===== src/rtl/ifu_pf_pkg.sv =====
//============================================================================
// ifu_pkg : shared types and derived-width helpers for the ifu_pf fetch unit
// Revision : 1.0
//============================================================================
`default_nettype none

package ifu_pkg;

  typedef enum logic [1:0] {
    ST_IDLE  = 2'd0,
    ST_FETCH = 2'd1,
    ST_WFI   = 2'd2
  } ifu_state_e;

  function automatic int off_w(input int ins_w);
    return $clog2(ins_w / 8);
  endfunction

  function automatic int line_byte_w(input int line_w);
    return $clog2(line_w / 8);
  endfunction

  function automatic int slot_w(input int line_w, input int ins_w);
    return ($clog2(line_w / ins_w) > 1) ? $clog2(line_w / ins_w) : 1;
  endfunction

  function automatic int mem_aw(input int addr_w, input int line_w);
    return addr_w - $clog2(line_w / 8);
  endfunction

endpackage

`default_nettype wire


===== src/rtl/ifu_pf_fetch_buf.sv =====
//============================================================================
// ifu_fetch_buf : circular line FIFO with push/pop/flush, count and flags
// Revision : 1.0
//============================================================================
`default_nettype none

module ifu_fetch_buf #(
  parameter int DEPTH = 4,
  parameter int WIDTH = 136,
  localparam int CNT_W = $clog2(DEPTH) + 1
) (
  input  logic             clk,
  input  logic             rst_n,
  input  logic             push_i,
  input  logic             pop_i,
  input  logic             flush_i,
  input  logic [WIDTH-1:0] data_i,
  output logic [WIDTH-1:0] data_o,
  output logic [CNT_W-1:0] count_o,
  output logic             empty_o,
  output logic             full_o
);

  localparam int PTR_W = $clog2(DEPTH);

  logic [WIDTH-1:0] mem_q [DEPTH];
  logic [PTR_W-1:0] wr_q;
  logic [PTR_W-1:0] rd_q;
  logic [CNT_W-1:0] cnt_q;

  // Storage carries no reset; readers gate on empty_o.
  always_ff @(posedge clk) begin
    if (push_i && !full_o) begin
      mem_q[wr_q] <= data_i;
    end
  end

  always_ff @(posedge clk) begin
    if (!rst_n || flush_i) begin
      wr_q  <= '0;
      rd_q  <= '0;
      cnt_q <= '0;
    end else begin
      if (push_i) wr_q <= wr_q + 1'b1;
      if (pop_i)  rd_q <= rd_q + 1'b1;
      case ({push_i, pop_i})
        2'b10:   cnt_q <= cnt_q + 1'b1;
        2'b01:   cnt_q <= cnt_q - 1'b1;
        default: cnt_q <= cnt_q;
      endcase
    end
  end

  assign data_o  = mem_q[rd_q];
  assign count_o = cnt_q;
  assign empty_o = (cnt_q == '0);
  assign full_o  = (cnt_q == CNT_W'(DEPTH));

endmodule

`default_nettype wire


===== src/rtl/ifu_pf.sv =====
//============================================================================
// ifu_pf : prefetching instruction fetch unit (line buffer -> IDU handshake)
// Optional IFU_PERF_CNT_EN adds accepted/stall counters. Revision : 1.0
//============================================================================
`default_nettype none

module ifu_pf
  import ifu_pkg::*;
#(
  parameter int ADDR_W   = 12,
  parameter int INS_W    = 64,
  parameter int LINE_W   = 128,
  parameter int PC_W     = 32,
  parameter int FB_DEPTH = 4
) (
  input  logic                                clk,
  input  logic                                rst_n,
  input  logic                                start_vld,
  input  logic [ADDR_W-1:0]                   start_addr,
  input  logic                                redir_vld,
  input  logic [ADDR_W-1:0]                   redir_addr,
  input  logic                                wfi,
  input  logic                                idu_ifu_rdy,
  output logic                                ifu_idu_vld,
  output logic [INS_W-1:0]                    ifu_idu_ins,
  output logic [PC_W-1:0]                     ifu_idu_pc,
  output logic                                mem_ce,
  output logic [mem_aw(ADDR_W, LINE_W)-1:0]   mem_addr,
  input  logic [LINE_W-1:0]                   mem_dout
`ifdef IFU_PERF_CNT_EN
  ,
  output logic [31:0]                         perf_ins_cnt,
  output logic [31:0]                         perf_stall_cnt
`endif
);

  localparam int SLOTS  = LINE_W / INS_W;
  localparam int OFF_W  = off_w(INS_W);
  localparam int LB_W   = line_byte_w(LINE_W);
  localparam int SLOT_W = slot_w(LINE_W, INS_W);
  localparam int MEM_AW = mem_aw(ADDR_W, LINE_W);
  localparam int ENT_W  = LINE_W + MEM_AW;
  localparam int CNT_W  = $clog2(FB_DEPTH) + 1;

  ifu_state_e        state_q, state_d;
  logic [MEM_AW-1:0] line_q, line_d;
  logic [MEM_AW-1:0] req_line_q;
  logic              inflight_q;
  logic [SLOT_W-1:0] slot_q, slot_d;

  logic [ADDR_W-1:0] w_tgt_addr;
  logic [MEM_AW-1:0] w_tgt_line;
  logic [SLOT_W-1:0] w_tgt_slot;
  logic              w_flush;
  logic              w_room;
  logic              w_push;
  logic              w_pop;
  logic              w_hs;
  logic              w_last;
  logic [ENT_W-1:0]  w_head;
  logic [LINE_W-1:0] w_head_line;
  logic [MEM_AW-1:0] w_head_addr;
  logic [ADDR_W-1:0] w_pc_addr;
  logic [CNT_W-1:0]  w_count;
  logic              w_empty;
  logic              w_full;

  ifu_fetch_buf #(
    .DEPTH (FB_DEPTH),
    .WIDTH (ENT_W)
  ) u_fetch_buf (
    .clk     (clk),
    .rst_n   (rst_n),
    .push_i  (w_push),
    .pop_i   (w_pop),
    .flush_i (w_flush),
    .data_i  ({req_line_q, mem_dout}),
    .data_o  (w_head),
    .count_o (w_count),
    .empty_o (w_empty),
    .full_o  (w_full)
  );

  always_comb begin
    w_tgt_addr = start_vld ? start_addr : redir_addr;
    w_flush    = start_vld | (redir_vld & (state_q != ST_IDLE));
    w_tgt_line = MEM_AW'(w_tgt_addr >> LB_W);
    w_tgt_slot = SLOT_W'((w_tgt_addr >> OFF_W) & ADDR_W'(SLOTS - 1));

    state_d = state_q;
    if (w_flush) begin
      state_d = ST_FETCH;
    end else if ((state_q == ST_FETCH) && wfi) begin
      state_d = ST_WFI;
    end

    // The outstanding response lands this cycle, so it already holds a slot.
    w_room   = inflight_q ? (w_count < CNT_W'(FB_DEPTH - 1)) : !w_full;
    mem_ce   = w_flush | ((state_q == ST_FETCH) & ~wfi & w_room);
    mem_addr = w_flush ? w_tgt_line : line_q;
    line_d   = mem_ce ? (mem_addr + 1'b1) : line_q;

    // A response arriving alongside a flush belongs to the old stream.
    w_push = inflight_q & ~w_flush;

    ifu_idu_vld = (state_q == ST_FETCH) & ~w_empty;
    w_hs        = ifu_idu_vld & idu_ifu_rdy;
    w_last      = (slot_q == SLOT_W'(SLOTS - 1));
    w_pop       = w_hs & w_last & ~w_flush;

    slot_d = slot_q;
    if (w_flush) begin
      slot_d = w_tgt_slot;
    end else if (w_hs) begin
      slot_d = w_last ? '0 : (slot_q + 1'b1);
    end

    w_head_line = w_head[LINE_W-1:0];
    w_head_addr = w_head[ENT_W-1:LINE_W];
    w_pc_addr   = (ADDR_W'(w_head_addr) << LB_W) | (ADDR_W'(slot_q) << OFF_W);
    ifu_idu_ins = w_empty ? '0 : w_head_line[slot_q*INS_W +: INS_W];
    ifu_idu_pc  = w_empty ? '0 : PC_W'(w_pc_addr);
  end

  always_ff @(posedge clk) begin
    if (!rst_n) begin
      state_q    <= ST_IDLE;
      line_q     <= '0;
      req_line_q <= '0;
      inflight_q <= 1'b0;
      slot_q     <= '0;
    end else begin
      state_q    <= state_d;
      line_q     <= line_d;
      inflight_q <= mem_ce;
      slot_q     <= slot_d;
      if (mem_ce) req_line_q <= mem_addr;
    end
  end

`ifdef IFU_PERF_CNT_EN
  logic [31:0] perf_ins_q;
  logic [31:0] perf_stall_q;

  always_ff @(posedge clk) begin
    if (!rst_n) begin
      perf_ins_q   <= '0;
      perf_stall_q <= '0;
    end else begin
      if (w_hs && !(&perf_ins_q)) perf_ins_q <= perf_ins_q + 1'b1;
      if (ifu_idu_vld && !idu_ifu_rdy && !(&perf_stall_q)) perf_stall_q <= perf_stall_q + 1'b1;
    end
  end

  assign perf_ins_cnt   = perf_ins_q;
  assign perf_stall_cnt = perf_stall_q;
`endif

endmodule

`default_nettype wire


===== config.mk =====
export PLATFORM = sky130hd
export DESIGN_NAME = ifu_pf
export DESIGN_NICKNAME = d
export VERILOG_FILES = /design/src/rtl/ifu_pf_pkg.sv /design/src/rtl/ifu_pf_fetch_buf.sv /design/src/rtl/ifu_pf.sv
export SDC_FILE = /design/constraint.sdc
export NUM_CORES = 1
export LEC_CHECK = 0
export CORE_AREA = 5 5 229 231
export DETAILED_ROUTE_END_ITERATION = 8
export DIE_AREA = 0 0 234 236
export PLACE_DENSITY = 0.69
export REMOVE_ABC_BUFFERS = 1
export SKIP_CTS_REPAIR_TIMING = 1
export SYNTH_ARGS = -nofsm -noshare
export SYNTH_HDL_FRONTEND = slang
export SYNTH_SLANG_ARGS = --single-unit

===== constraint.sdc =====
create_clock -name clk -period 5.25 [get_ports clk]
set_input_delay 1.05 -clock clk [delete_from_list [all_inputs] [get_ports clk]]
set_output_delay 1.05 -clock clk [all_outputs]
set_load 0.01 [all_outputs]

Word level (Yosys, flattened, before mapping)
Memory sizes are Yosys's and may differ from the RTL's. A register that Yosys moved wholly into a read port is not among the register bits.
Cells that the tools add are included.
{"block": "classes", "n_addsub": 6, "magnitude_cmp": 1, "eq_ne": 4, "shift": 1, "n_mux": 15, "bitwise_logic": 15, "reduce_logical": 11}
{"op": "$shiftx A128 B8 Y64", "count": 1}
{"op": "$mux W64", "count": 1}
{"op": "$mux W12", "count": 2}
{"op": "$or A12 B4 Y12", "count": 1}
{"op": "$add A8 B1 Y8 const B", "count": 1}
{"op": "$and A1 B1 Y1", "count": 8}
{"op": "$mux W1", "count": 8}
{"op": "$mux W8", "count": 1}
{"op": "$reduce_bool A2 Y1", "count": 4}
{"op": "$pmux W3 S2", "count": 1}
{"op": "$add A2 B1 Y2 const B", "count": 2}
{"op": "$eq A2 B1 Y1 const B", "count": 2}
{"op": "$mux W2", "count": 2}
{"op": "$not A1 Y1", "count": 4}
{"op": "$add A3 B1 Y3 const B", "count": 1}
{"op": "$eq A3 B3 Y1 const B", "count": 1}
{"op": "$logic_not A3 Y1", "count": 1}
{"op": "$lt A3 B2 Y1 const B", "count": 1}
{"op": "$sub A3 B1 Y3 const B", "count": 1}
{"op": "$eq A2 B2 Y1 const B", "count": 1}
{"op": "$logic_and A1 B1 Y1", "count": 2}
{"op": "$logic_not A1 Y1", "count": 2}
{"op": "$or A1 B1 Y1", "count": 2}
{"op": "$reduce_or A2 Y1", "count": 1}
{"op": "other kinds (2)", "count": 2}
{"block": "totals", "regBits": 27, "ramBits": 544, "inputBits": 158, "output_inout_bits": 106, "n_memories": 1}
{"name": "u_fetch_buf.mem_q", "words": 4, "width": 136, "rd": 1, "rd_clocked_by_memory_dff": 1, "wr": 1, "line": "ifu_pf_fetch_buf.sv:26", "text": "logic [WIDTH-1:0] mem_q [DEPTH];"}

Depth between registers and ports, before layout
{"block": "logic_depth", "word_depth": 8, "ltp_mapped": 12, "depth_no_buf": 10}

Modules after synthesis
From an unflattened synthesis, not the netlist that was laid out.
{"block": "unflattened", "cells_unflattened": 1094, "hier_area_um2": 22492.8}
{"module": "ifu_fetch_buf", "instances": 1, "cells_each": 759, "area_per_inst_um2": 20031.7, "seq_area_each_um2": 16515.8}
{"module": "ifu_pf", "instances": 1, "cells_each": 335, "area_per_inst_um2": 2461.1, "seq_area_each_um2": 400.4}

Worst setup path before layout
Ideal clock, no wire load.
{"block": "synth_timing", "kind": "input to register", "from": "input start_vld", "to": "memory u_fetch_buf.mem_q[0][0] (enable)", "t_arrival_ns": 5.047, "t_required_ns": 4.738, "path_slack_ns": -0.308, "path_stages": 6, "path_buffers": 2, "path_cell_list": "clkbuf_1 buf_1 nor2_1 nand2_1 a31oi_1 and2_1"}
{"block": "synth_via", "elab_chain_cells": 6}
{"item": "start: declaration", "line": "ifu_pf.sv:18", "text": "input logic start_vld,"}
{"item": "$or A1 B1 Y1", "line": "ifu_pf.sv:86", "text": "w_flush = start_vld | (redir_vld & (state_q != ST_IDLE));"}
{"item": "$not A1 Y1", "line": "ifu_pf.sv:104", "text": "w_push = inflight_q & ~w_flush;"}
{"item": "$and A1 B1 Y1", "line": "ifu_pf.sv:104"}
{"item": "$logic_and A1 B1 Y1", "line": "ifu_pf_fetch_buf.sv:33", "text": "if (push_i && !full_o) begin"}
{"item": "$mux W1", "line": "ifu_pf_fetch_buf.sv:33"}
{"item": "$mux W1 (not written as such)", "line": "ifu_pf_fetch_buf.sv:34", "text": "mem_q[wr_q] <= data_i;"}
{"item": "end: declaration", "line": "ifu_pf_fetch_buf.sv:26"}
Every way passes these cells.

==> results.py <==
metrics = {
    "status": {
        "outcome": "finished, final reports clean",
    },
    "logic_synthesis": {
        "yosys.area.top_type": "edfxtp_1",
        "synth_common_cells": "edfxtp_1, mux4_2, nor2_1, mux2i_1, nand2_1",
        "yosys.area.top_type_share_pct": 73.1,
        "synth_area_um2": 22300,
        "synth.most_common_cell": "edfxtp_1",
        "avgSynthCellArea_um2": 20.5,
        "synthTopCellsByArea": "edfxtp_1, mux4_2, mux2i_1",
        "ys_types": 44,
        "synth_edf_count": 544,
        "synthFlopType": "edfxtp_1",
        "syn_inst": 1087,
        "synth_seq_cells": 573,
        "synth_warnings": 0,
        "yosysSeqAreaShare_pct": 75.7,
        "synthArstFlopShare_pct": 0,
    },
    "floorplanning": {
        "initial_core_util_pct": 44.8,
        "design.core.area_um2": 49900,
        "die_area_um2": 55200,
        "io_pins": 264,
        "die_y_um": 236,
        "die_w_um": 234,
        "core.rowCount": 82,
    },
    "route": {
        "drt_iter0_markers": 530,
        "dr.pass1.iters": 5,
        "routed_wl_um": 45100,
        "vias_per_cell": 5.30,
        "vias": 10900,
        "drc": 0,
        "ant_nets": 0,
        "wire_per_inst_um": 21.8,
    },
    "clock_network": {
        "cts.sinks": 573,
        "cts_buffers": 56,
        "cts_root_buf": "clkbuf_16",
        "worstSkewPairLatency_ns": 0.59,
        "cts_tree": "yes",
        "clk_path_buf_depth": 3,
        "htreeDepth": 2,
        "path_clk_slew_ns": 0.06,
    },
    "grt": {
        "first_global_vias": 11700,
        "grt_overflow": 0,
        "grt_max_degree": 68,
        "antenna_found_initial": 4,
        "gr-usage-all-layers_pct": 16.3,
        "grt_pass1_wl_um": 69500,
    },
    "flow_run": {
        "maxCapViolations": 0,
    },
    "critical_path": {
        "startpoint_type": "flip-flop",
        "r2r-start": "state_q[0]$_SDFFE_PN0P_",
        "critPathKind": "reg -> out",
        "cp.arrival_ns": 3.17,
        "critPathMaxFanout": 38,
        "cp.required_ns": 4.20,
        "cp-end-kind": "output port",
    },
    "hold_path": {
        "min_from": "req_line_q[3]$_SDFFE_PN0P_",
        "hold_path.class": "reg -> reg",
    },
    "layout": {
        "multi_input_area_um2": 5060,
        "area_delta_synth_final_pct": 22.7,
        "layout.nets": 1512,
        "n_fill_cell": 3864,
        "seqCellArea_um2": 16900,
        "fin_area_um2": 27400,
        "drive_gt1_share_pct": 18.0,
    },
    "sta": {
        "finalHoldViolations": 0,
        "period_share_pct": 80.3,
        "clock.fmax_ghz": 0.237,
        "rsz0062_at_grt": "no",
        "period_minus_slack_ns": 4.22,
        "skew_ns": 0.00963,
        "finalMaxSlewViolations": 0,
        "hold_ws_ns": 0.502,
        "slew_headroom_pct": 47.7,
        "timing_worst_slew_pin_value_ns": 0.777,
        "finalSetupViolCount": 0,
    },
    "pwr": {
        "ir_drop_mv": 0.230,
        "powerDensity_nw_per_um2": 347,
        "p_leak_nw": 8.57,
    },
    "placed_design": {
        "hpwl_um": 26300,
        "portBuffers": 234,
        "gp_congestion": 0.806,
        "placed_area_um2": 25600,
    },
}
## cell usage in the layout (no fill, tap or decap), types with 3 or more instances in the layout
cell,instances
and2_4,4
inv_1,9
clkbuf_16,58
a21oi_1,14
ha_1,6
dfxtp_4,3
nor2b_1,8
buf_4,9
clkdlybuf4s50_1,234
a311oi_1,3
mux4_2,136
nand3b_1,3
clkinv_1,6
clkbuf_1,15
o21ai_0,16
buf_12,14
mux2i_1,74
clkbuf_8,10
clkinv_2,3
xnor2_1,4
nor2_1,83
dfxtp_1,26
a22o_1,3
edfxtp_1,544
bufinv_16,4
clkbuf_2,3
a31oi_1,4
nor3_1,4
xor2_1,5
nand2_1,32
conb_1,23
## stage by stage
stage	TNS [ns]	total power [mW]	cells	util, %	worst slack [ns]
after floorplan	-213.28	5.39	1032	-	-2.37
after global placement	0	5.63	1961	51.3	1.10
after detailed placement	0	5.64	1961	51.3	1.10
after CTS	0	9.63	2063	55.0	0.894
after global routing	0	9.86	2063	55.0	0.737
final	0	9.51	2065	55.0	1.03
## flip-flops by register name, summed over array words and instances (netlist names), named ones only
| name | count |
|---|---|
| state_q | 2 |
| line_q | 8 |
| u_fetch_buf.rd_q | 2 |
| slot_q | 1 |
| u_fetch_buf.mem_q | 544 |
| u_fetch_buf.count_o | 3 |
| req_line_q | 8 |
| u_fetch_buf.wr_q | 2 |
| inflight_q | 1 |
## path summary, 6_finish.rpt
kind / to / slack (ns) / cells after the start
max reg2reg: u_fetch_buf.mem_q[0][58]$_DFFE_PP_ / 2.21 / 6
min reg2reg: req_line_q[3]$_SDFFE_PN0P_ / 0.50 / 2
max: ifu_idu_ins[37] / 1.03 / 5
min: req_line_q[3]$_SDFFE_PN0P_ / 0.50 / 2
## routing by layer
layer,global-route usage [%],wire length (um),vias to the layer above
met5,0,34,-
met4,3.29,746,4
met3,4.04,2780,60
met2,27.3,22800,277
met1,22.0,18700,5707
li1,-,-,4895
## worst max-delay path, cell delays in order, from the launching register on
cell             delay [ns]
dfxtp_4                0.80
buf_12                 0.39
mux4_2                 0.55
mux2i_1                0.17
nor2_1                 0.08
clkdlybuf4s50_1        0.51
## cell families after synthesis
kind of cell | synth area share [%]
other | 0.0168
and+or+nand+nor | 2.81
adders and majority gates | 0.426
xor gates and xnor gates | 0.353
DFF | 75.7
muxes | 17.0
AOI/OAI and AO/OA | 1.59
buffers and inverters | 2.04
## area by class of cell
class | count | area share [%]
tap | 672 | 3.07
timing repair buffer | 257 | 9.81
clock buffer | 86 | 6.06
sequential | 573 | 61.8
inverter | 10 | 0.137
clock inverter | 16 | 0.694
antenna | 2 | 0.0183
multi-input combinational | 449 | 18.5
## where the power goes
group	internal (mW)	leakage, nW	switching [mW]	total [mW]
clock network	2.37	0.908	1.60	3.97
logic	0.227	2.48	0.205	0.432
registers	5.07	5.18	0.0374	5.11
total	7.67	8.57	1.85	9.51
Power figures use the tool's default switching activity.
==> patch, RTL diff (same settings) <==
Re-encode `ifu_state_e` (3 states) as one-hot, 3 bits wide.
--- a/src/rtl/ifu_pf_pkg.sv
+++ b/src/rtl/ifu_pf_pkg.sv
@@ -7,8 +7,8 @@
 package ifu_pkg;
 
-  typedef enum logic [1:0] {
-    ST_IDLE  = 2'd0,
-    ST_FETCH = 2'd1,
-    ST_WFI   = 2'd2
+  typedef enum logic [2:0] {
+    ST_IDLE  = 3'b001,
+    ST_FETCH = 3'b010,
+    ST_WFI   = 3'b100
   } ifu_state_e;
 
Formal check against the unedited RTL: same outputs for any inputs over 4 cycles, from zero or initial values and one cycle with rst_n low; so few cycles prove little.
==> patch against the unedited design <==
Setup slack got worse by 0.13 ns. Critical endpoint is now mem_ce. Die area unchanged. Routed wire length decreased by 2.0%. Hold slack got worse by 0.027 ns. Clock power decreased by 8.1%. Synthesized area about the same. Critical path type is now input pin to output port. Combinational power increased by 3%. Total power decreased by 3.2%. Sequential share of layout area increased by 0.096 points. Synthesized cell count decreased by 0.46%. Register-to-register slack got worse by 0.04 ns. Final area about the same. Sequential cell count increased by 1. Core utilization about the same.
==> patch: results (changes against the unedited design) <==
** Critical path
- Maximum net fanout on the critical path :: 21 (-45%)
- Among all stages on the critical path, the largest delay is contributed by sky130_fd_sc_hd__clkdlybuf4s50_1.
- Maximum single-stage delay on the critical path :: 0.82 ns (+0.02 ns)
- Origin of the critical flop-to-flop path :: state_q[1]$_SDFFE_PN0P_

** Layout
- The number of non-filler instances in the completed layout came to 2082 (+0.82%).
- Share of layout cells above drive strength 1 :: 19.3% (+1.3 points)
- Number of fillers in the final layout :: 3826 (-0.98%)

** GRT
- The maximum number of pins on one net before global-route repair is 55 (-19%).
- The first-pass GRT wire length came to 67900 um (-2.4%).
- The overall fraction of global-route tracks in use came to 15.9% (-0.37 points).
- Antenna violations before repair :: 6 (+2)
- Number of global-route vias before repair :: 11672 (-0.19%)

** Place
- The post-place setup slack came to 0.938 ns (-0.166 ns).
- The detailed placement HPWL came to 26800 um (+1.6%).
- Gpl congestion :: 0.770 (-4.4%)
- The cell count after placement was 1972 (+0.56%).

** Logic synthesis
- The sequential cell area fraction in the yosys report came to 75.8% (about the same).
- The fraction of the mapped netlist area in adder cells came to 0.425% (about the same).
- Mux cell area share after synthesis :: 16.7% (-0.28 points)
- Syn avg cell area :: 20.7 um^2 (+0.54%)
- The commonest cells after synthesis are 544 x sky130_fd_sc_hd__edfxtp_1, 136 x sky130_fd_sc_hd__mux4_2, 82 x sky130_fd_sc_hd__nor2_1.
- Complex-gate fraction of the synthesized area :: 1.94% (+0.35 points)

** Power
- Portion of total power attributed to sequential cells :: 55.5% (+1.8 points)
- Switching Share :: 19.8% (+0.45 points)

** Clock tree
- The number of buffers created by CTS was 55 (-1.8%).

** Routing
- The starting DRC count in detailed routing is 638 (+20%).
- The number of vias per cell after detailed routing came to 5.24 (-1.1%).

** Worst hold path
- Startpoint of the lowest-slack hold path :: line_q[1]$_SDFFE_PN0P_

** Outcome
- The run finished with clean final reports.

** STA
- Worst-margin pin slew :: 0.886 ns (+0.109 ns)
## patch: worst paths after layout
path | slack (ns) | endpoint
max reg2reg | 2.17 | u_fetch_buf.mem_q[3][118]$_DFFE_PP_
min | 0.47 | line_q[1]$_SDFFE_PN0P_
min reg2reg | 0.47 | line_q[1]$_SDFFE_PN0P_
max | 0.90 | mem_ce
## patch: area by class of cell
type / count / area [um^2] / share of cell area (%)
sequential: 574 / 16900 / 61.8
tap: 672 / 841 / 3.07
timing repair buffer: 275 / 2800 / 10.2
clock inverter: 26 / 159 / 0.580
multi-input combinational: 435 / 5050 / 18.4
inverter: 16 / 60.1 / 0.219
antenna: 6 / 15.0 / 0.0548
clock buffer: 78 / 1520 / 5.56
## patch: power by group through the flow
| stage | Sequential, mW | Clock [mW] | Combinational (mW) |
|---|---|---|---|
| after global routing | 5.12 | 3.94 | 0.485 |
| after global placement | 5.21 | 0 | 0.441 |
| after detailed placement | 5.21 | 0 | 0.449 |
| final | 5.12 | 3.65 | 0.446 |
| after floorplan | 5.22 | 0 | 0.198 |
| after CTS | 5.12 | 3.76 | 0.452 |
## patch: logic make-up (layout without fill, tap and decap cells)
group	count (synthesis)	in the layout
DFF	574	574
adders and majority gates	7	7
AOI/OAI and AO/OA	55	55
other	1	29
muxes	204	204
xor gates and xnor gates	10	10
and+or+nand+nor	136	136
buffers and inverters	95	395
## patch: metal layers
metal | GRT usage, % | share of wire, % | vias up
li1 | - | - | 4891
met1 | 21.2 | 42 | 5682
met2 | 26.7 | 51 | 271
met3 | 3.78 | 5.9 | 63
met4 | 3.97 | 1.9 | 2
met5 | 0 | 0.045 | -
## patch: metrics by stage
stage,area (um^2),total power [mW]
floorplan,22000,5.42
global placement,25700,5.65
detailed placement,25700,5.66
CTS,27400,9.33
global route,27400,9.55
finish,27400,9.21
